## src/rtl/imem_pkg.sv

```systemverilog
// Shared sizing, word type and loader state encoding for the instruction-memory boot loader.
package imem_pkg;

    localparam int IMEM_ADDR_W = 7;
    localparam int IMEM_DEPTH  = 2 ** IMEM_ADDR_W;

    typedef logic [31:0] word_t;

    typedef enum logic [2:0] {
        IDLE,
        LOAD,
        WRITE,
        CSUM,
        DONE
    } loader_state_e;

endpackage

```

## src/rtl/imem_loader_byte_packer.sv

```systemverilog
// Packs a byte stream into big-endian 32-bit words; the first byte of a word ends up in [31:24].
module byte_packer
    import imem_pkg::*;
(
    input  logic       clk,
    input  logic       rst_n,
    input  logic       clear,
    input  logic       accept,
    input  logic [7:0] byte_in,
    output logic       word_ready,
    output word_t      word
);

    logic [1:0] byte_cnt_q, byte_cnt_d;
    word_t      shift_q, shift_d;

    always_comb begin
        byte_cnt_d = byte_cnt_q;
        shift_d    = shift_q;
        if (clear) begin
            byte_cnt_d = '0;
        end else if (accept) begin
            byte_cnt_d = byte_cnt_q + 2'd1;
            shift_d    = {shift_q[23:0], byte_in};
        end
    end

    // The completed word includes the byte accepted this cycle, so it is valid alongside word_ready.
    assign word_ready = accept && !clear && (byte_cnt_q == 2'd3);
    assign word       = {shift_q[23:0], byte_in};

    always_ff @(posedge clk or negedge rst_n) begin
        if (!rst_n) begin
            byte_cnt_q <= '0;
            shift_q    <= '0;
        end else begin
            byte_cnt_q <= byte_cnt_d;
            shift_q    <= shift_d;
        end
    end

endmodule

```

## src/rtl/imem_loader.sv

```systemverilog
// Boot-time instruction memory writer: packs streamed bytes into words and writes them from word 0.
// Optional trailing checksum word is enabled with the IMEM_LOADER_CHECKSUM_EN macro.
module imem_loader
    import imem_pkg::*;
#(
    parameter int ADDR_W = IMEM_ADDR_W,
    parameter int DEPTH  = IMEM_DEPTH
) (
    input  logic              clk,
    input  logic              rst_n,
    input  logic              start,
    input  logic              abort,
    input  logic [ADDR_W:0]   num_words,
    input  logic              byte_valid,
    input  logic [7:0]        byte_data,
    output logic              byte_ready,
    output logic              imem_we,
    output logic [ADDR_W-1:0] imem_waddr,
    output logic [31:0]       imem_wdata,
    output logic              busy,
    output logic              cpu_hold,
    output logic              done,
    output logic              err
);

    localparam logic [ADDR_W:0] DEPTH_C = (ADDR_W + 1)'(DEPTH);
    localparam logic [ADDR_W:0] ONE_C   = (ADDR_W + 1)'(1);

    loader_state_e     state_q, state_d;
    logic [ADDR_W:0]   count_q, count_d;
    logic [ADDR_W:0]   word_cnt_q, word_cnt_d;
    logic [ADDR_W-1:0] waddr_q, waddr_d;
    word_t             wdata_q, wdata_d;
    logic              done_q, done_d;
    logic              accept, pack_clear, word_ready;
    word_t             packed_word;
`ifdef IMEM_LOADER_CHECKSUM_EN
    word_t             xor_q, xor_d;
    logic              err_q, err_d;
`endif

    assign byte_ready = (state_q == LOAD) || (state_q == CSUM);
    assign accept     = byte_valid && byte_ready && !abort;
    assign pack_clear = abort || (start && (state_q == IDLE));

    byte_packer u_packer (
        .clk        (clk),
        .rst_n      (rst_n),
        .clear      (pack_clear),
        .accept     (accept),
        .byte_in    (byte_data),
        .word_ready (word_ready),
        .word       (packed_word)
    );

    always_comb begin
        state_d    = state_q;
        count_d    = count_q;
        word_cnt_d = word_cnt_q;
        waddr_d    = waddr_q;
        wdata_d    = wdata_q;
        done_d     = done_q;
`ifdef IMEM_LOADER_CHECKSUM_EN
        xor_d      = xor_q;
        err_d      = err_q;
`endif
        // Abort outranks everything, including a start in the same cycle.
        if (abort) begin
            state_d = IDLE;
            done_d  = 1'b0;
        end else begin
            case (state_q)
                IDLE: begin
                    if (start) begin
                        count_d    = (num_words > DEPTH_C) ? DEPTH_C : num_words;
                        word_cnt_d = '0;
                        done_d     = 1'b0;
`ifdef IMEM_LOADER_CHECKSUM_EN
                        xor_d      = '0;
                        err_d      = 1'b0;
`endif
                        if (num_words == '0) begin
                            state_d = DONE;
                            done_d  = 1'b1;
                        end else begin
                            state_d = LOAD;
                        end
                    end
                end
                LOAD: begin
                    if (word_ready) begin
                        state_d = WRITE;
                        waddr_d = word_cnt_q[ADDR_W-1:0];
                        wdata_d = packed_word;
`ifdef IMEM_LOADER_CHECKSUM_EN
                        xor_d   = xor_q ^ packed_word;
`endif
                    end
                end
                WRITE: begin
                    word_cnt_d = word_cnt_q + ONE_C;
                    if (word_cnt_d == count_q) begin
`ifdef IMEM_LOADER_CHECKSUM_EN
                        state_d = CSUM;
`else
                        state_d = DONE;
                        done_d  = 1'b1;
`endif
                    end else begin
                        state_d = LOAD;
                    end
                end
`ifdef IMEM_LOADER_CHECKSUM_EN
                CSUM: begin
                    if (word_ready) begin
                        err_d   = (packed_word != xor_q);
                        state_d = DONE;
                        done_d  = 1'b1;
                    end
                end
`endif
                DONE: state_d = IDLE;
                default: state_d = IDLE;
            endcase
        end
    end

    always_ff @(posedge clk or negedge rst_n) begin
        if (!rst_n) begin
            state_q    <= IDLE;
            count_q    <= '0;
            word_cnt_q <= '0;
            waddr_q    <= '0;
            wdata_q    <= '0;
            done_q     <= 1'b0;
`ifdef IMEM_LOADER_CHECKSUM_EN
            xor_q      <= '0;
            err_q      <= 1'b0;
`endif
        end else begin
            state_q    <= state_d;
            count_q    <= count_d;
            word_cnt_q <= word_cnt_d;
            waddr_q    <= waddr_d;
            wdata_q    <= wdata_d;
            done_q     <= done_d;
`ifdef IMEM_LOADER_CHECKSUM_EN
            xor_q      <= xor_d;
            err_q      <= err_d;
`endif
        end
    end

    assign imem_we    = (state_q == WRITE);
    assign imem_waddr = waddr_q;
    assign imem_wdata = wdata_q;
    assign busy       = (state_q == LOAD) || (state_q == WRITE) || (state_q == CSUM);
    assign cpu_hold   = busy;
    assign done       = done_q;
`ifdef IMEM_LOADER_CHECKSUM_EN
    assign err        = err_q;
`else
    assign err        = 1'b0;
`endif

endmodule

```

## config.mk

```make
export PLATFORM = sky130hd
export DESIGN_NAME = imem_loader
export DESIGN_NICKNAME = d
export VERILOG_FILES = /design/src/rtl/imem_pkg.sv /design/src/rtl/imem_loader_byte_packer.sv /design/src/rtl/imem_loader.sv
export SDC_FILE = /design/constraint.sdc
export NUM_CORES = 1
export LEC_CHECK = 0
export CAP_MARGIN = 5
export CORE_AREA = 2 2 87 89
export CTS_CLUSTER_DIAMETER = 120
export CTS_CLUSTER_SIZE = 40
export DETAILED_ROUTE_END_ITERATION = 8
export DIE_AREA = 0 0 89 91
export HOLD_SLACK_MARGIN = 0.12
export PLACE_DENSITY = 0.84
export SETUP_SLACK_MARGIN = 0.02
export SKIP_LAST_GASP = 1
export SLEW_MARGIN = 25
export SYNTH_ARGS = -nofsm -noshare
export SYNTH_HDL_FRONTEND = slang
export SYNTH_SLANG_ARGS = --single-unit
```

## constraint.sdc

```tcl
create_clock -name clk -period 2.6 [get_ports clk]
set_input_delay 0.65 -clock clk [delete_from_list [all_inputs] [get_ports clk]]
set_output_delay 0.65 -clock clk [all_outputs]
set_load 0.1 [all_outputs]
```

======== Yosys cells after proc, flatten, opt, wreduce, memory -nomap -nowiden ========
Index checks and enable logic that the tools add are counted.
storage, ports and cells
  register bits ........................... 85
  input bits .............................. 21
  output and inout bits ................... 45
  logic and storage cells ................. 60
operators by class
  $add $sub $neg .......................... 2
  $lt $le $gt $ge ......................... 1
  equal/unequal tests ..................... 9
  multiplexer cells ....................... 16
  bitwise gates (word level) .............. 2
  reduce and logical (&&, ||, !) cells .... 22
operators with widths
  operator               count
  $mux W8                2
  $pmux W8 S2            1
  $mux W3                5
  $reduce_and A3 Y1      4
  $pmux W3 S3            1
  $add A8 B1 Y8 const B  1
  $eq A8 B8 Y1           1
  $gt A8 B8 Y1 const B   1
  $logic_not A8 Y1       1
  $eq A3 B2 Y1 const B   2
  $ne A3 B2 Y1 const B   2
  $logic_and A1 B1 Y1    5
  $logic_or A1 B1 Y1     4
  $mux W1                4
  $mux W2                2
  $reduce_and A2 Y1      2
  $reduce_bool A2 Y1     2
  $eq A3 B1 Y1 const B   1
  $logic_not A3 Y1       1
  $ne A3 B3 Y1 const B   1
  $reduce_bool A3 Y1     1
  $add A2 B1 Y2 const B  1
  $eq A2 B2 Y1 const B   1
  $logic_not A1 Y1       2
  3 further kinds        4

======== Longest topological paths before layout ========
Gate-level depths: netlist of run 1.
  depth after elaboration ................. 9
  gate-level depth with buffers ........... 6
  mapped depth without buffers ............ 6

======== By module ========
From an unflattened synthesis of run 1, not the netlist that was laid out.
unflattened totals
  cells, all modules ...................... 382
  area total of the unflattened synthesis .. 3940.0 sq um
modules (own cells, without submodules)
  module       times used  cells an instance  area an instance (sq um)  sequential area each (sq um)
  imem_loader  1           314                2777.7                    1476.4
  byte_packer  1           68                 1162.4                    650.6

======== Worst setup path before layout of run 1 ========
No wires, ideal clock.
  path kind ............................... register to register
  start point ............................. register state_q[2]
  end point ............................... register state_q[2]
  library setup time ...................... 0.065 ns
  arrival ................................. 3.643 ns
  required time ........................... 2.535 ns
  slack ................................... -1.109 ns
  cell stages (with the launch flop) ...... 6
  buffers on the path ..................... 0
  clock period less this slack ............ 3.709 ns
  path through ............................ dfrtp_1 > nor3b_1 > nand2b_1 > a31o_1 > or4_4 > nand2_2
between the ends
  elaborated cells on any way between the ends .. 17
RTL lines
  element                   line                source
  start: declaration        imem_loader.sv:29   loader_state_e state_q, state_d;
  start signal: assignment  imem_loader.sv:141  state_q <= state_d;
  $eq A3 B2 Y1              n/a
  net imem_we               imem_loader.sv:17   output logic imem_we,
  $pmux W3 S3               imem_loader.sv:72   case (state_q)
  $mux W3                   imem_loader.sv:68   if (abort) begin
The timed path passes the listed nets, and every way through them passes these cells.
A chain may end at the register's enable or synchronous reset.

======== Final worst setup path of run 1 ========
  start point ............................. register word_cnt_q[1]
  end point ............................... register done_q (netlist: done)
between the ends
  longest elaborated chain between the ends .. 4
RTL lines
  element                             line                source
  start: declaration                  imem_loader.sv:31   logic [ADDR_W:0] word_cnt_q, word_cnt_d;
  start signal: assignment            imem_loader.sv:143  word_cnt_q <= word_cnt_d;
  $add A8 B1 Y8                       imem_loader.sv:101  word_cnt_d = word_cnt_q + ONE_C;
  $eq A8 B8 Y1                        imem_loader.sv:102  if (word_cnt_d == count_q) begin
  $ne A3 B2 Y1 (no source line)       n/a
  $reduce_and A3 Y1 (no source line)  n/a
  end signal: assignment              imem_loader.sv:146  done_q <= done_d;
  end: declaration                    imem_loader.sv:34   logic done_q, done_d;
No other way between the ends.

==> run metrics, run 1 <==
kind of end point of the critical path register; top-area cell type share of the netlist area 0.584; start of the worst register-to-register path word_cnt_q[1]$_DFFE_PN0P_; number of placement rows 31; library cells used by synthesis 49; most common cell in the synthesized netlist dfrtp_1; weighted congestion reported at the end of routability-driven placement 0.819; core region area 7140 sq um; wire length of the first global-routing pass 11.2 mm; R2R Setup Slk 460 ps; measured slew at the worst slew-check pin 533 ps; number of buffers inserted during clock tree synthesis 9; Power per Cell Area 657 nW/um^2; die outline width 89 um; first-pass iteration count of the detailed router 4; Area growth, synth to finish 24.3%; cell area after layout 4530 sq um; R2R cell count 6; peak ir drop on the vdd network 363 uV; number of setup buffers added after CTS 0; Post-synth top flop dfrtp_1; total via count after detailed routing 2395; worst clock skew on the final layout 11.4 ps; share of final-layout standard cells stronger than drive strength 1 0.408; worst endpoint required time 2870 ps; Die Outline Area 8100 sq um; worst reg2reg endpoint done$_DFFE_PN0P_; sum of negative setup slack 0 ps; number of hold buffers added after CTS 0; arrival time of data at the critical path endpoint 2410 ps; mean number of vias per cell 5.30; worst-path cell chain ha_1 -> and3_1 -> xor3_1 -> a211o_2 -> or4_4 -> o21ai_2; Hold Violations, Final 0; endpoints failing setup 0; Post-synth EDFFs 0; clk_lat worst skew 340 ps; number of DRC violations after detailed routing 0; Wirelength per Cell 14.9 um; antenna-violating nets left 0; antenna diode count 0; leakage power 2.24 nW; Cells after Synth 277; CTS H-tree lvls 3; highest net fanout along the worst path 8; placed cell area 4320 sq um; maximum number of pins on one net before global-route repair 45; clock period minus final worst setup slack 2140 ps; starting density of the core 0.511; Mapped Avg Cell Area 13.2 sq um; top post-synthesis cells by count dfrtp_1, mux2_2, nand2_1, o21ai_0; antenna violations before repair 0; layout net count 371; cell taking the most area after synthesis dfrtp_1; Boundary Pins 66; classification of the worst setup path register to register; total nets after synthesis 300; share of async-settable or async-resettable flops after synthesis 1.00; Yosys warnings 0; post_cts resized 0; total global routing overflow 0; CTS sink cnt 85; flip-flop and latch count after synthesis 85; maximum clock frequency 468 MHz; Crit path max-delay family simple AND/OR/NAND/NOR gates; netlist area before placement 3640 sq um; Root Buffer clkbuf_8; Bufs and invs on worst path 0; worst min-delay path category input pin to asynchronous set/reset pin; number of port buffers 64; final number of max-transition violations 0; RSZ-0062 raised after global routing no; Clk pin slew, worst setup/hold paths 90 ps; sequential fraction of the synthesis area 0.584; Iteration-0 DRC Markers 148; die span in y 91 um; slowest stage delay, CP 550 ps; Routed WL 6.74 mm; worst slew margin relative to its limit 0.644; post-DP HPWL 4.66 mm; Area contributors post-synth dfrtp_1, mux2_2, nand2_1, nand3b_1, o21ai_0; CP Launch Type register; clock buffer depth 2; global-route total usage across every layer 0.176; via count of the first global-routing pass 2325; clock tree from TritonCTS yes; cell with the largest stage delay on the worst path or4_4; max-cap viol count 0; period utilisation layout 0.822; run status finished clean
## how the worst max path moves through the flow
| stage | startpoint | cells after the start | end | slack (ps) |
|---|---|---|---|---|
| final | word_cnt_q[1]$_DFFE_PN0P_ | 6 | done$_DFFE_PN0P_ | 460 |
| after global routing | word_cnt_q[1]$_DFFE_PN0P_ | 6 | done$_DFFE_PN0P_ | 350 |
| after CTS | word_cnt_q[1]$_DFFE_PN0P_ | 6 | done$_DFFE_PN0P_ | 450 |
| after detailed placement | abort | 5 | word_cnt_q[5]$_DFFE_PN0P_ | 290 |
| after global placement | abort | 5 | word_cnt_q[6]$_DFFE_PN0P_ | 310 |
| after floorplan | state_q[2]$_DFFE_PN0P_ | 6 | imem_wdata[22]$_DFFE_PN0P_ | 140 |
## cells in the final DEF, fill, tap and decap left out, types with 2 or more instances in the layout
cell type and n:
xor2_1 3, a31oi_1 3, o41ai_1 2, a211oi_1 2
ha_1 2, nand3b_1 9, nand4_1 2, nor3b_1 2
mux2_2 61, nor2_2 2, clkbuf_8 10, dfrtp_1 85
inv_6 2, mux2_1 2, o21ai_0 12, inv_1 3
buf_4 53, nand2_1 21, clkdlybuf4s50_1 19, or4_1 2
xnor2_1 4, and3_2 2, nor2_1 8, nand2b_1 4
nor2b_1 3, nand3_1 2, a21oi_1 4
## flip-flops by register name (all words and copies together), names as in the netlist
name and count:
imem_wdata 32, u_packer.shift_q 24, imem_waddr 7, done 1, word_cnt_q 8, count_q 8
state_q 3, u_packer.byte_cnt_q 2
## final cells by class
| type | instances | area [sq um] |
|---|---|---|
| fill | 594 | 2610 |
| sequential | 85 | 2130 |
| multi-input combinational | 176 | 1450 |
| timing repair buffer | 73 | 608 |
| clock buffer | 10 | 138 |
| tap | 99 | 124 |
| clock inverter | 6 | 68.8 |
| inverter | 3 | 11.3 |
## report_power, final
| part | leakage [nW] | internal [mW] | switching, mW |
|---|---|---|---|
| Combinational | 1.00 | 0.210 | 0.188 |
| Sequential | 1.13 | 1.51 | 0.126 |
| Clock | 0.103 | 0.477 | 0.469 |
| Total | 2.24 | 2.20 | 0.783 |
## cell families (layout without fill, tap and decap cells)
logic type               Yosys count  in the layout  share of synthesized area
AND/OR/NAND/NOR                   69             69                      0.110
multiplexers                      64             64                      0.197
adder cells (fa/ha/maj)            2              2                    0.00687
other                              1              1                    0.00103
buffers and inverters             16             92                     0.0209
XOR/XNOR                           8              8                     0.0234
AO/OA/AOI/OAI                     32             32                     0.0567
flip-flops                        85             85                      0.584
## per-stage QoR
step | worst slack, ps | hold slack, ps | std cells | power, mW | util
final | 462 | 279 | 452 | 2.98 | 0.635
after global routing | 353 | 310 | 452 | 3.13 | 0.635
after CTS | 452 | 298 | 452 | 3.01 | 0.635
after detailed placement | 289 | 479 | 436 | 2.06 | 0.606
after global placement | 313 | 468 | 436 | 2.04 | 0.606
after floorplan | 140 | 354 | 277 | 1.91 | -
## metal layers
| layer | track usage | routed length (um) |
|---|---|---|
| met2 | 0.269 | 3210 |
| met1 | 0.252 | 3220 |
| met3 | 0.0318 | 225 |
| met5 | 0 | 0 |
| met4 | 0.0634 | 95 |
Power figures use the tool's default switching activity.
==> run 2: changes to the inputs <==
--- a/config.mk
+++ b/config.mk
@@ -6,13 +6,13 @@
 export NUM_CORES = 1
 export LEC_CHECK = 0
 export CAP_MARGIN = 5
-export CORE_AREA = 2 2 87 89
+export CORE_AREA = 2 2 92 94
 export CTS_CLUSTER_DIAMETER = 120
 export CTS_CLUSTER_SIZE = 40
 export DETAILED_ROUTE_END_ITERATION = 8
-export DIE_AREA = 0 0 89 91
+export DIE_AREA = 0 0 94 96
 export HOLD_SLACK_MARGIN = 0.12
-export PLACE_DENSITY = 0.84
+export PLACE_DENSITY = 0.8
 export SETUP_SLACK_MARGIN = 0.02
 export SKIP_LAST_GASP = 1
 export SLEW_MARGIN = 25
==> constraint.sdc (replaced) <==
create_clock -name clk -period 1.9 [get_ports clk]
set_input_delay 0.475 -clock clk [delete_from_list [all_inputs] [get_ports clk]]
set_output_delay 0.475 -clock clk [all_outputs]
set_load 0.1 [all_outputs]
==> run metrics, run 2 (synthesized netlist as in run 1, its figures left out) <==
Wirelength per Cell 16.5 um (+10%); number of DRC violations after detailed routing 0 (unchanged); Boundary Pins 66 (unchanged); maximum clock frequency 523 MHz (+12%); weighted congestion reported at the end of routability-driven placement 0.844 (+3.1%); placed cell area 5050 sq um (+17%); peak ir drop on the vdd network 570 uV (+57%); Crit path max-delay family simple AND/OR/NAND/NOR gates; antenna-violating nets left 0 (unchanged); start of the worst register-to-register path word_cnt_q[1]$_DFFE_PN0P_; Placed Cells incl. Taps 459 (+5.3%); measured slew at the worst slew-check pin 544 ps (+11.1 ps); multi-input logic area 1480 sq um (+1.6%); Iteration-0 DRC Markers 84 (-43%); global-route total usage across every layer 0.192 (+0.0158); flip-flop count of the largest register, all copies and words added 32 (unchanged); end point of the most critical hold path count_q[1]$_DFFE_PN0P_; total via count after detailed routing 2558 (+6.8%); layout net count 395 (+6.5%); via count of the first global-routing pass 2768 (+19%); cell count along the critical path 7 (+1); Die Outline Area 9020 sq um (+11%); worst-path cell chain ha_2 -> buf_6 -> nand2_1 -> o21ai_0 -> nand3_1 -> or4_4 -> o21ai_2; Bufs and invs on worst path 1 (+1); starting density of the core 0.453 (-0.0580); endpoints failing setup 1 (+1); Filler cells 590 (-0.67%); CTS sink cnt 85 (unchanged); Routed WL 7.93 mm (+18%); mean number of vias per cell 5.31 (+0.16%); worst endpoint required time 2180 ps (-690 ps); first-pass iteration count of the detailed router 4 (unchanged); Clk pin slew, worst setup/hold paths 80 ps (about the same); R2R Setup Slk -10 ps (-470 ps); core region area 8050 sq um (+13%); clock buffer depth 2 (unchanged); number of cells in the finished layout apart from fillers 482 (+6.6%); Root Buffer clkbuf_8; most common library cell in the layout ignoring fill and taps dfrtp_1; run status finished with violations; Power per Cell Area 796 nW/um^2 (+21%); arrival time of data at the critical path endpoint 2190 ps (-220 ps); leading cell types in the layout, fill and taps excluded dfrtp_1, mux2_2, buf_12; worst slew margin relative to its limit 0.636 (-0.00743); worst hold path depth 2; number of port buffers 64 (unchanged); clock tree from TritonCTS yes; crit path setup slack, layout -10.9 ps (-473 ps); violated checks setup timing; worst min-delay path category register to register; Hold Violations, Final 0 (unchanged); RSZ-0062 raised after global routing yes; cell with the largest stage delay on the worst path or4_4; final number of max-transition violations 0 (unchanged); antenna diode count 0 (unchanged); beginning of the worst hold path count_q[1]$_DFFE_PN0P_; worst clock skew on the final layout 8.52 ps (-2.85 ps); Area growth, synth to finish 47.1%; wire length of the first global-routing pass 13.3 mm (+19%); slowest stage delay, CP 590 ps (+40 ps); max-cap viol count 0 (unchanged); antenna violations before repair 0 (unchanged); R2R cell count 7 (+1); final core area utilization 0.666 (+0.0309); highest net fanout along the worst path 4 (-4); maximum number of pins on one net before global-route repair 41 (-8.9%); kind of end point of the critical path register; die span in y 96 um (+5.5%); period utilisation layout 1.01 (+0.183); classification of the worst setup path register to register; number of buffers inserted during clock tree synthesis 9 (unchanged); cell area after layout 5360 sq um (+18%); die outline width 94 um (+5.6%); area of all sequential standard cells 2130 sq um (about the same); number of placement rows 33 (+6.5%); clock period minus final worst setup slack 1910 ps (-227 ps); clk_lat worst skew 350 ps (about the same); post-DP HPWL 5.76 mm (+23%); worst reg2reg endpoint done$_DFFE_PN0P_; total global routing overflow 0 (unchanged); CTS H-tree lvls 3 (unchanged); share of final-layout standard cells stronger than drive strength 1 0.459 (+0.0510); leakage power 2.50 nW (+12%); CP Launch Type register
[run 2: worst max-delay path by stage]
stage	startpoint	endpoint	slack, ps
finish	word_cnt_q[1]$_DFFE_PN0P_	done$_DFFE_PN0P_	-10
global route	word_cnt_q[1]$_DFFE_PN0P_	done$_DFFE_PN0P_	-80
CTS	word_cnt_q[0]$_DFFE_PN0P_	done$_DFFE_PN0P_	10
detailed placement	abort	word_cnt_q[5]$_DFFE_PN0P_	-180
global placement	abort	imem_wdata[15]$_DFFE_PN0P_	-90
floorplan	state_q[0]$_DFFE_PN0P_	done$_DFFE_PN0P_	-310
[run 2: layout make-up]
cell class	instances	share of cell area
tap	105	0.0245
inverter	3	0.00210
timing repair buffer	97	0.259
sequential	85	0.397
multi-input combinational	176	0.276
clock inverter	6	0.0175
clock buffer	10	0.0238
[run 2: timing repair]
item / in CTS / in global routing
gates resized for setup: 5 / 3
endpoints found under the setup margin: 2 / 4
hold buffers: 1 / 0
pin swaps: 5 / 0
setup buffers: 6 / 0
cloned: 0 / 0
endpoints found under the hold margin: 31 / 0
[run 2: per-layer routing]
metal | GRT usage | part of all wire | vias up
li1 | - | - | 1173
met1 | 0.231 | 0.40 | 1298
met2 | 0.331 | 0.53 | 68
met3 | 0.0321 | 0.038 | 19
met4 | 0.105 | 0.025 | 0
met5 | 0 | 0 | -
[run 2: through the flow]
step                setup WS [ps]  setup TNS, ps  total power, mW  hold slack (ps)
finish                      -10.9          -10.9             4.27              494
global route                -76.0           -142             4.47              518
CTS                          11.6              0             4.31              495
detailed placement           -175          -7160             2.89              448
global placement            -95.0          -4050             2.84              443
floorplan                    -313         -13810             2.62              179
[run 2: worst register-to-register path: stages, from the launching register on]
cell and delay [ps]:
dfrtp_1 390, ha_2 210, buf_6 110, nand2_1 100, o21ai_0 210, nand3_1 160, or4_4 590, o21ai_2 80
[run 2: power by group]
part | leakage (nW) | switching (mW) | internal, mW
Combinational | 1.26 | 0.279 | 0.339
Clock | 0.113 | 0.655 | 0.757
Sequential | 1.13 | 0.173 | 2.06
==> run 3: changes to the inputs <==
--- a/config.mk
+++ b/config.mk
@@ -6,16 +6,18 @@
 export NUM_CORES = 1
 export LEC_CHECK = 0
 export CAP_MARGIN = 5
-export CORE_AREA = 2 2 92 94
+export CORE_AREA = 2 2 94 96
 export CTS_CLUSTER_DIAMETER = 120
 export CTS_CLUSTER_SIZE = 40
 export DETAILED_ROUTE_END_ITERATION = 8
-export DIE_AREA = 0 0 94 96
+export DIE_AREA = 0 0 96 98
+export GPL_ROUTABILITY_DRIVEN = 0
 export HOLD_SLACK_MARGIN = 0.12
-export PLACE_DENSITY = 0.8
+export PLACE_DENSITY = 0.81
 export SETUP_SLACK_MARGIN = 0.02
 export SKIP_LAST_GASP = 1
 export SLEW_MARGIN = 25
 export SYNTH_ARGS = -nofsm -noshare
 export SYNTH_HDL_FRONTEND = slang
+export SYNTH_HIERARCHICAL = 1
 export SYNTH_SLANG_ARGS = --single-unit
==> run metrics, run 3 <==
run status finished with violations; violated checks setup timing; arrival time of data at the critical path endpoint 2390 ps (+200 ps); worst reg2reg endpoint imem_wdata[12]$_DFFE_PN0P_; Die Outline Area 9410 sq um (+4.3%); start of the worst register-to-register path state_q[1]$_DFFE_PN0P_; Mapped Avg Cell Area 10.3 sq um (-22%); cell area after layout 6380 sq um (+19%); number of buffers inserted during clock tree synthesis 9 (unchanged); CTS sink cnt 85 (unchanged); crit path setup slack, layout -233 ps (-222 ps); R2R cell count 11 (+4); cell seen most often among critical-path stages buf_12; antenna diode count 0 (unchanged); slowest stage delay, CP 430 ps (-160 ps); share of final-layout standard cells stronger than drive strength 1 0.506 (+0.0471); total via count after detailed routing 3551 (+39%); worst-path cell chain buf_6 -> nor4b_4 -> or2_4 -> nor2b_4 -> and2_4 -> nand4_1 -> inv_2 -> buf_12 -> buf_12 -> nand2_4 -> nand2_2; sum of negative setup slack -9110 ps (-9100 ps); RSZ-0062 raised after global routing yes; number of port buffers 64 (unchanged); Power per Cell Area 662 nW/um^2 (-17%); sequential fraction of the synthesis area 0.540 (-0.0439); die span in y 98 um (+2.1%); most common library cell in the layout ignoring fill and taps dfrtp_1; beginning of the worst hold path u_packer/shift_q[18]$_DFFE_PN0P_; placed cell area 5280 sq um (+4.5%); highest net fanout along the worst path 8 (+4); kind of end point of the critical path register; worst endpoint required time 2160 ps (-20 ps); crit path to imem_wdata[12]$_DFFE_PN0P_; flip-flop count of the largest register, all copies and words added 32 (unchanged); R2R Setup Slk -230 ps (-220 ps); layout net count 518 (+31%); Clk pin slew, worst setup/hold paths 90 ps (about the same); Routed WL 13.5 mm (+70%); Total Power 4.23 mW (-0.97%); via count of the first global-routing pass 3400 (+23%); Area growth, synth to finish 62.0%; core region area 8470 sq um (+5.1%); Cells after Synth 382 (+38%); clock period minus final worst setup slack 2130 ps (+222 ps); leakage power 3.30 nW (+32%); number of placement rows 34 (+3.0%); cell with the largest stage delay on the worst path dfrtp_1; total global routing overflow 0 (unchanged); Boundary Pins 66 (unchanged); worst setup path startpoint state_q[1]$_DFFE_PN0P_; Root Buffer clkbuf_8; global-route total usage across every layer 0.247 (+0.0547); final core area utilization 0.754 (+0.0880); maximum number of pins on one net before global-route repair 45 (+9.8%); starting density of the core 0.465 (+0.0129); maximum clock frequency 469 MHz (-10%); antenna-violating nets left 0 (unchanged); Filler cells 447 (-24%); CP Launch Type register; leading cell types in the layout, fill and taps excluded dfrtp_1, nand2_1, buf_12; classification of the worst setup path register to register; die outline width 96 um (+2.1%); Post-synth top flop dfrtp_1; wire length of the first global-routing pass 17.7 mm (+33%); Post-synth EDFFs 0 (unchanged); Yosys warnings 6 (+6); library cells used by synthesis 52 (+6.1%); cell taking the most area after synthesis dfrtp_1; number of cells in the finished layout apart from fillers 608 (+26%); CTS H-tree lvls 3 (unchanged); Iteration-0 DRC Markers 333 (+300%); top-area cell type share of the netlist area 0.540 (-0.0439); share of async-settable or async-resettable flops after synthesis 1.00 (unchanged); post-DP HPWL 6.45 mm (+12%); top post-synthesis cells by count nand2_1, dfrtp_1, mux2_4, buf_4, clkbuf_1; Area contributors post-synth dfrtp_1, nand2_1, mux2_4, buf_4, mux2_2; clock tree from TritonCTS yes; antenna violations before repair 1 (+1); final number of max-transition violations 0 (unchanged); endpoints failing setup 51 (+50); max-cap viol count 0 (unchanged); worst clock skew on the final layout 12.9 ps (+4.35 ps); peak ir drop on the vdd network 458 uV (-20%); number of DRC violations after detailed routing 0 (unchanged); total nets after synthesis 405 (+35%); clock buffer depth 2 (unchanged); clk_lat worst skew 370 ps (+20 ps); mean number of vias per cell 5.84 (+10%); period utilisation layout 1.12 (+0.117); Hold Violations, Final 0 (unchanged); Placed Cells incl. Taps 561 (+22%); worst-case hold slack 507 ps (+12.3 ps); netlist area before placement 3940 sq um (+8.1%); Wirelength per Cell 22.2 um (+35%); flip-flop and latch count after synthesis 85 (unchanged); worst min-delay path category register to register; Post-Place Setup Slack -565 ps (-390 ps); first-pass iteration count of the detailed router 6 (+2); most common cell in the synthesized netlist nand2_1
[run 3: cell types whose count changed after synthesis, sizes merged, moves of 4 or more]
cell    delta
nand2    +119
buf       +12
o21ai      -6
a22o       +4
nor3       +7
clkbuf     +5
mux2      -39
[run 3: cells by family after synthesis]
family	count (synthesis)	share of synthesized area
muxes	27	0.0943
AOI/OAI and AO/OA	31	0.0607
buffers and inverters	36	0.0600
xor gates and xnor gates	8	0.0197
and+or+nand+nor	192	0.218
other	1	0.000952
adders and majority gates	2	0.00635
DFF	85	0.540
[run 3: report_power, final]
part | internal (mW) | switching, mW
combinational | 0.301 | 0.291
clock | 0.761 | 0.762
sequential | 1.93 | 0.181
total | 2.99 | 1.23
[run 3: timing repair]
item / CTS / global route
gates resized for setup: 33 / 120
hold endpoints to repair: 22 / 0
pin swaps: 7 / 40
endpoints found under the setup margin: 49 / 67
gates cloned: 3 / 5
hold buffers: 1 / 0
buffers inserted: 10 / 18
[run 3: worst min path at each step]
stage,end,cells past startpoint
2_1_floorplan,count_q[0]$_DFFE_PN0P_,0
3_3_place_gp,count_q[6]$_DFFE_PN0P_,1
3_5_place_dp,count_q[0]$_DFFE_PN0P_,1
4_1_cts,imem_wdata[25]$_DFFE_PN0P_,2
5_1_grt,imem_wdata[26]$_DFFE_PN0P_,2
6_report,imem_wdata[26]$_DFFE_PN0P_,2
[run 3: area by class of cell]
class | count | area (sq um) | area share
Clock inverter | 7 | 110 | 0.0173
Sequential cell | 85 | 2130 | 0.334
Multi-Input combinational cell | 261 | 2040 | 0.320
Clock buffer | 9 | 124 | 0.0194
Timing Repair Buffer | 132 | 1810 | 0.284
Tap cell | 108 | 135 | 0.0212
Inverter | 6 | 26.3 | 0.00412
[run 3: worst max-delay path, delay by kind of cell, from the launching register on]
family,cells,cell delay (ps)
and+or+nand+nor,7,1020
buffers and inverters,4,560
DFF,1,430
[run 3: per-layer routing]
| metal | vias to the layer above | part of all wire | global-route usage | wire length [um] |
|---|---|---|---|---|
| li1 | 1487 | - | - | - |
| met1 | 1766 | 0.38 | 0.318 | 5130 |
| met2 | 226 | 0.49 | 0.412 | 6650 |
| met3 | 70 | 0.070 | 0.0309 | 944 |
| met4 | 2 | 0.056 | 0.111 | 749 |
| met5 | - | 0.00096 | 0 | 13 |
